===== config.mk =====
export PLATFORM = sky130hd
export DESIGN_NAME = apb_bridge_nslave
export DESIGN_NICKNAME = d
export VERILOG_FILES = /design/src/rtl/apb_bridge_nslave.sv
export SDC_FILE = /design/constraint.sdc
export NUM_CORES = 1
export LEC_CHECK = 0
export CORE_MARGIN = 3
export CORE_UTILIZATION = 40
export DETAILED_ROUTE_END_ITERATION = 6
export PLACE_DENSITY = 0.95
export SETUP_SLACK_MARGIN = 0.02
export SLEW_MARGIN = 20
export SYNTH_ARGS = -nofsm -noshare
export SYNTH_HDL_FRONTEND = slang
export SYNTH_SLANG_ARGS = --single-unit

===== constraint.sdc =====
create_clock -name PCLK -period 5.1 [get_ports PCLK]
set_input_delay 0.765 -clock PCLK [delete_from_list [all_inputs] [get_ports PCLK]]
set_output_delay 0.765 -clock PCLK [all_outputs]
set_load 0.01 [all_outputs]

===== src/rtl/apb_bridge_nslave.sv =====
// APB master bridge with an N-slave address decoder.
// Accepts valid/ready requests, runs SETUP/ACCESS with wait-state timeout, returns a 1-cycle response.
module apb_bridge_nslave #(
  parameter int unsigned NSLV    = 4,
  parameter int unsigned AW      = 8,
  parameter int unsigned DW      = 32,
  parameter int unsigned SLV_AW  = 5,
  parameter int unsigned TIMEOUT = 16
) (
  input  logic               PCLK,
  input  logic               PRESETn,
  input  logic               req_valid,
  output logic               req_ready,
  input  logic               req_write,
  input  logic [AW-1:0]      req_addr,
  input  logic [DW-1:0]      req_wdata,
  output logic               rsp_valid,
  output logic [DW-1:0]      rsp_rdata,
  output logic               rsp_err,
  output logic [NSLV-1:0]    PSEL,
  output logic               PENABLE,
  output logic               PWRITE,
  output logic [AW-1:0]      PADDR,
  output logic [DW-1:0]      PWDATA,
  input  logic [NSLV*DW-1:0] PRDATA,
  input  logic [NSLV-1:0]    PREADY,
  input  logic [NSLV-1:0]    PSLVERR
);

  localparam int unsigned IW = AW - SLV_AW;
  localparam int unsigned CW = (TIMEOUT > 0) ? $clog2(TIMEOUT + 1) : 1;

  localparam logic [1:0] IDLE   = 2'd0;
  localparam logic [1:0] SETUP  = 2'd1;
  localparam logic [1:0] ACCESS = 2'd2;
  localparam logic [1:0] DERR   = 2'd3;

  logic [1:0]      state_q, state_d;
  logic [NSLV-1:0] psel_q, psel_d;
  logic            penable_q, penable_d;
  logic            pwrite_q, pwrite_d;
  logic [AW-1:0]   paddr_q, paddr_d;
  logic [DW-1:0]   pwdata_q, pwdata_d;
  logic            rsp_valid_q, rsp_valid_d;
  logic [DW-1:0]   rsp_rdata_q, rsp_rdata_d;
  logic            rsp_err_q, rsp_err_d;
  logic [CW-1:0]   cnt_q, cnt_d;

  logic [IW-1:0]   req_idx;
  logic [NSLV-1:0] req_onehot;
  logic            idx_ok;
  logic            sel_ready;
  logic            sel_err;
  logic [DW-1:0]   sel_rdata;
  logic            timeout_hit;

  assign req_idx = req_addr[AW-1:SLV_AW];
  assign idx_ok  = 32'(req_idx) < NSLV;

  always_comb begin
    req_onehot = '0;
    for (int unsigned i = 0; i < NSLV; i++) begin
      req_onehot[i] = (32'(req_idx) == i);
    end
  end

  // psel_q is one-hot, so masking picks out the selected slave and ignores the rest.
  assign sel_ready = |(PREADY & psel_q);
  assign sel_err   = |(PSLVERR & psel_q);

  always_comb begin
    sel_rdata = '0;
    for (int unsigned i = 0; i < NSLV; i++) begin
      if (psel_q[i]) sel_rdata = PRDATA[i*DW +: DW];
    end
  end

  assign timeout_hit = (TIMEOUT != 0) && (cnt_q == CW'(TIMEOUT - 1));

  always_comb begin
    state_d     = state_q;
    psel_d      = psel_q;
    penable_d   = penable_q;
    pwrite_d    = pwrite_q;
    paddr_d     = paddr_q;
    pwdata_d    = pwdata_q;
    rsp_valid_d = 1'b0;
    rsp_rdata_d = rsp_rdata_q;
    rsp_err_d   = rsp_err_q;
    cnt_d       = cnt_q;
    unique case (state_q)
      IDLE: begin
        if (req_valid) begin
          pwrite_d = req_write;
          paddr_d  = req_addr;
          pwdata_d = req_wdata;
          if (idx_ok) begin
            psel_d  = req_onehot;
            state_d = SETUP;
          end else begin
            state_d = DERR;
          end
        end
      end
      SETUP: begin
        penable_d = 1'b1;
        cnt_d     = '0;
        state_d   = ACCESS;
      end
      ACCESS: begin
        if (sel_ready) begin
          state_d     = IDLE;
          psel_d      = '0;
          penable_d   = 1'b0;
          rsp_valid_d = 1'b1;
          rsp_err_d   = sel_err;
          rsp_rdata_d = (!pwrite_q && !sel_err) ? sel_rdata : '0;
        end else if (timeout_hit) begin
          state_d     = IDLE;
          psel_d      = '0;
          penable_d   = 1'b0;
          rsp_valid_d = 1'b1;
          rsp_err_d   = 1'b1;
          rsp_rdata_d = '0;
        end else if (TIMEOUT != 0) begin
          cnt_d = cnt_q + CW'(1);
        end
      end
      DERR: begin
        state_d     = IDLE;
        rsp_valid_d = 1'b1;
        rsp_err_d   = 1'b1;
        rsp_rdata_d = '0;
      end
      default: state_d = IDLE;
    endcase
  end

  always_ff @(posedge PCLK or negedge PRESETn) begin
    if (!PRESETn) begin
      state_q     <= IDLE;
      psel_q      <= '0;
      penable_q   <= 1'b0;
      pwrite_q    <= 1'b0;
      paddr_q     <= '0;
      pwdata_q    <= '0;
      rsp_valid_q <= 1'b0;
      rsp_rdata_q <= '0;
      rsp_err_q   <= 1'b0;
      cnt_q       <= '0;
    end else begin
      state_q     <= state_d;
      psel_q      <= psel_d;
      penable_q   <= penable_d;
      pwrite_q    <= pwrite_d;
      paddr_q     <= paddr_d;
      pwdata_q    <= pwdata_d;
      rsp_valid_q <= rsp_valid_d;
      rsp_rdata_q <= rsp_rdata_d;
      rsp_err_q   <= rsp_err_d;
      cnt_q       <= cnt_d;
    end
  end

  assign req_ready = (state_q == IDLE);
  assign rsp_valid = rsp_valid_q;
  assign rsp_rdata = rsp_rdata_q;
  assign rsp_err   = rsp_err_q;
  assign PSEL      = psel_q;
  assign PENABLE   = penable_q;
  assign PWRITE    = pwrite_q;
  assign PADDR     = paddr_q;
  assign PWDATA    = pwdata_q;

endmodule

==> results.md <==
- Outcome: finished, final reports clean
- DR vias/cell: 5.61
- Die H: 108 um
- Routed vias: about 4200
- Cell variety after synth: 41
- Slowest cell on crit path: or4_1
- Seq pwr share: 0.333
- Max Cap Viol: 0
- Post-CTS Resized: 0
- Number of flops mapped to enable cells by yosys: 0
- Gr ovfl total: 0
- Num CTS Buffers: 9
- CP cell instances: inv_1 > ha_1 > inv_1 > or4_1 > o31ai_1
- Multi-input gate area: 1800 sq um
- Synth Warn #: 0
- Most frequent CP cell: inv_1
- Root buffer cell: clkbuf_8
- Initial antenna violation count: 0
- Post-layout util: 0.705
- Hpwl dp: 11200 um
- Cell count after synthesis: approximately 370
- Grt peak-use layer: met2
- First-pass GRT wire length: 22600 um
- Clk pwr share: 0.130
- Pre-CTS setup slack: 1.97 ns
- Commonest non-fill, non-tap cells in the layout: clkdlybuf4s50_1, dfrtp_1, mux2_2
- Critical Path Start Type: register
- # DRC: 0
- Slowest stage delay, CP: ~1 ns
- Worst path arrival time: 3.24 ns
- Leakage: 0.00278 uW
- # H-tree levels: 3
- Post-Syn Nets: 551
- Total die area: 11600 sq um
- Worst setup EP type: register
- Slew Limit Fails: 0
- Most used flip-flop cell after synthesis: dfrtp_1
- Synthesized area per cell: 11.4 sq um
- Routed WL per cell: 19.6 um
- # IOs: between 200 and 300
- Met1 Track Usage GR: 0.271
- Relative slew margins: 0.306
- Gate power share: 0.537
- Core ar.: 9910 sq um
- TritonCTS clock tree: built
- Clk slew on worst S/H paths: roughly 0.090 ns
- Commonest non-fill, non-tap cell in the layout: clkdlybuf4s50_1
- Pwr Density: 470 nW/um^2
- Drt pass-1 iters: 7
- Share of cells above drive strength 1: 0.113
- Initial core utilization: 0.418
- Overall die width: roughly 110 um
- Largest net degree at the start of global routing: 88
- RSZ-0062 raised after global routing: no
- Crit Path Class: register to register
- Port-buffer cells: 260
- Setup_tns: 0 ns
- Hold_ws: ~0.45 ns
- P_int: 2050 uW
- Area taken by flip-flops and latches: 2180 sq um
- Met3 GRT Util: 0.0486
- Sequential cell area fraction in the yosys report: 0.525
- Synth Register Bits: 87
- Ys async rst share: 1.00
- Slew @ Worst Pin: around 1.0 ns
- Global placer's final weighted congestion: 0.845
- Clk Latency, worst-skew pair: 0.35 ns
- Synthesis-to-layout area growth: 68.5%
- ANT nets after route: 0
- CTS Hold Buffers Added: 0
- Worst Setup Slack, final: 2.08 ns
- GRT Total Usage: 0.248
- Ant diodes: 0
- CTS Buffer Depth: 2
- Critical Path RT: 5.32 ns
- Switching share of power: 0.374
- IR Drop Worst-Case VDD: 0.000329 V
- Worst hold path type: input port to async pin
- Sw power: 1230 uW
- Met2 GRT Util: 0.468
- Clock Sink Count: 87
- Final Critical Period: approximately 3 ns
- Row count: 36
- PnR Total Power: 3280 uW
- Setup-failing EPs final: 0
- # fillers: slightly above 700
- Worst clock skew: 0.0103 ns
- Worst Path Max Fanout: 32
- Crit share post-route: 0.591
- Post-CTS Setup Repair Bufs: 0
- Via count of the first global-routing pass: 4472
- DRT Wirelength: 14600 um
- Initial DRC count: 205
- Final hold violation count: 0
- Mapped Area: 4140 sq um
- NumNets Final: 794
- Fmax: 332 MHz
-- flip-flops by register name, indices dropped and copies added (netlist names) --
| signal | flops |
|---|---|
| PWDATA | 32 |
| PADDR | 8 |
| rsp_err | 1 |
| rsp_rdata | 32 |
| state_q | 2 |
| cnt_q | 5 |
| PSEL | 4 |
| PWRITE | 1 |
| rsp_valid | 1 |
| PENABLE | 1 |
-- power groups by stage --
stage               logic [uW]  registers [uW]  clock network (uW)
floorplan                  787            1200                   0
global placement          1690            1080                   0
detailed placement        1750            1100                   0
CTS                       1760            1090                 438
global route              1890            1120                 466
finish                    1760            1090                 428
-- synthesized netlist by cell type, types with 2 or more instances --
| cell type | count | area share |
|---|---|---|
| ha_1 | 6 | 0.018 |
| nand2b_1 | 3 | 0.0045 |
| o22ai_1 | 34 | 0.051 |
| nand2_1 | 44 | 0.040 |
| a22oi_1 | 2 | 0.0036 |
| o31ai_1 | 32 | 0.058 |
| nor2b_1 | 3 | 0.0045 |
| clkbuf_1 | 24 | 0.022 |
| nor4_1 | 2 | 0.0030 |
| a221oi_1 | 32 | 0.068 |
| buf_6 | 4 | 0.011 |
| dfrtp_1 | 87 | 0.53 |
| buf_2 | 2 | 0.0024 |
| mux2_2 | 44 | 0.12 |
| inv_1 | 6 | 0.0054 |
| nand3_1 | 4 | 0.0048 |
| o311ai_0 | 2 | 0.0042 |
| o21ai_0 | 4 | 0.0048 |
| nor2_1 | 7 | 0.0063 |
| a21oi_1 | 2 | 0.0024 |
-- area by class of cell --
type	count	area share
clock inverters	6	0.00645
clock buffers	10	0.0183
multi-input cells	239	0.258
flip-flops and latches	87	0.312
inverters	7	0.00376
well taps	133	0.0238
repair buffers	264	0.378
-- cells by family (layout without fill, tap and decap cells) --
family                     count (synthesis)  after routing  share of synthesized area
AOI/OAI and AO/OA                        117            117                      0.215
adders and majority gates                  6              6                     0.0181
buffers and inverters                     39            287                     0.0435
DFF                                       87             87                      0.525
muxes                                     45             45                      0.122
and+or+nand+nor                           71             71                     0.0764
-- worst max-delay path, delay by kind of cell (launching register included) --
family / cells / cell delay, ns
AND/OR/NAND/NOR: 1 / 1.02
adder cells (fa/ha/maj): 1 / 0.59
AO/OA/AOI/OAI: 1 / 0.49
flip-flops: 1 / 0.42
buffers and inverters: 2 / 0.34
-- final timing paths --
kind / from / to / slack (ns) / depth (start not counted)
setup / recovery: state_q[0] / rsp_rdata[27] / 2.08 / 5
hold reg to reg: rsp_rdata[22] / rsp_rdata[22] / 0.49 / 2
setup reg to reg: state_q[0] / rsp_rdata[27] / 2.08 / 5
hold / removal: PRESETn / PWDATA[7] / 0.45 / 1
min in group PCLK: rsp_rdata[22] / rsp_rdata[22] / 0.49 / 2
max in group asynchronous: PRESETn / rsp_rdata[20] / 4.10 / 1
-- metal layers --
metal	routed length [um]	vias up
met2	8150	182
met4	380	0
met5	0	-
met3	777	35
li1	-	1891
met1	5340	2080
-- per-stage QoR --
stage / instances / cell area (sq um)
final: 746 / 6980
after global routing: 746 / 6980
after CTS: 745 / 6970
after detailed placement: 729 / 6790
after global placement: 729 / 6790
after floorplan: 365 / 4140
Note: power is estimated with default switching activity, not from simulation.
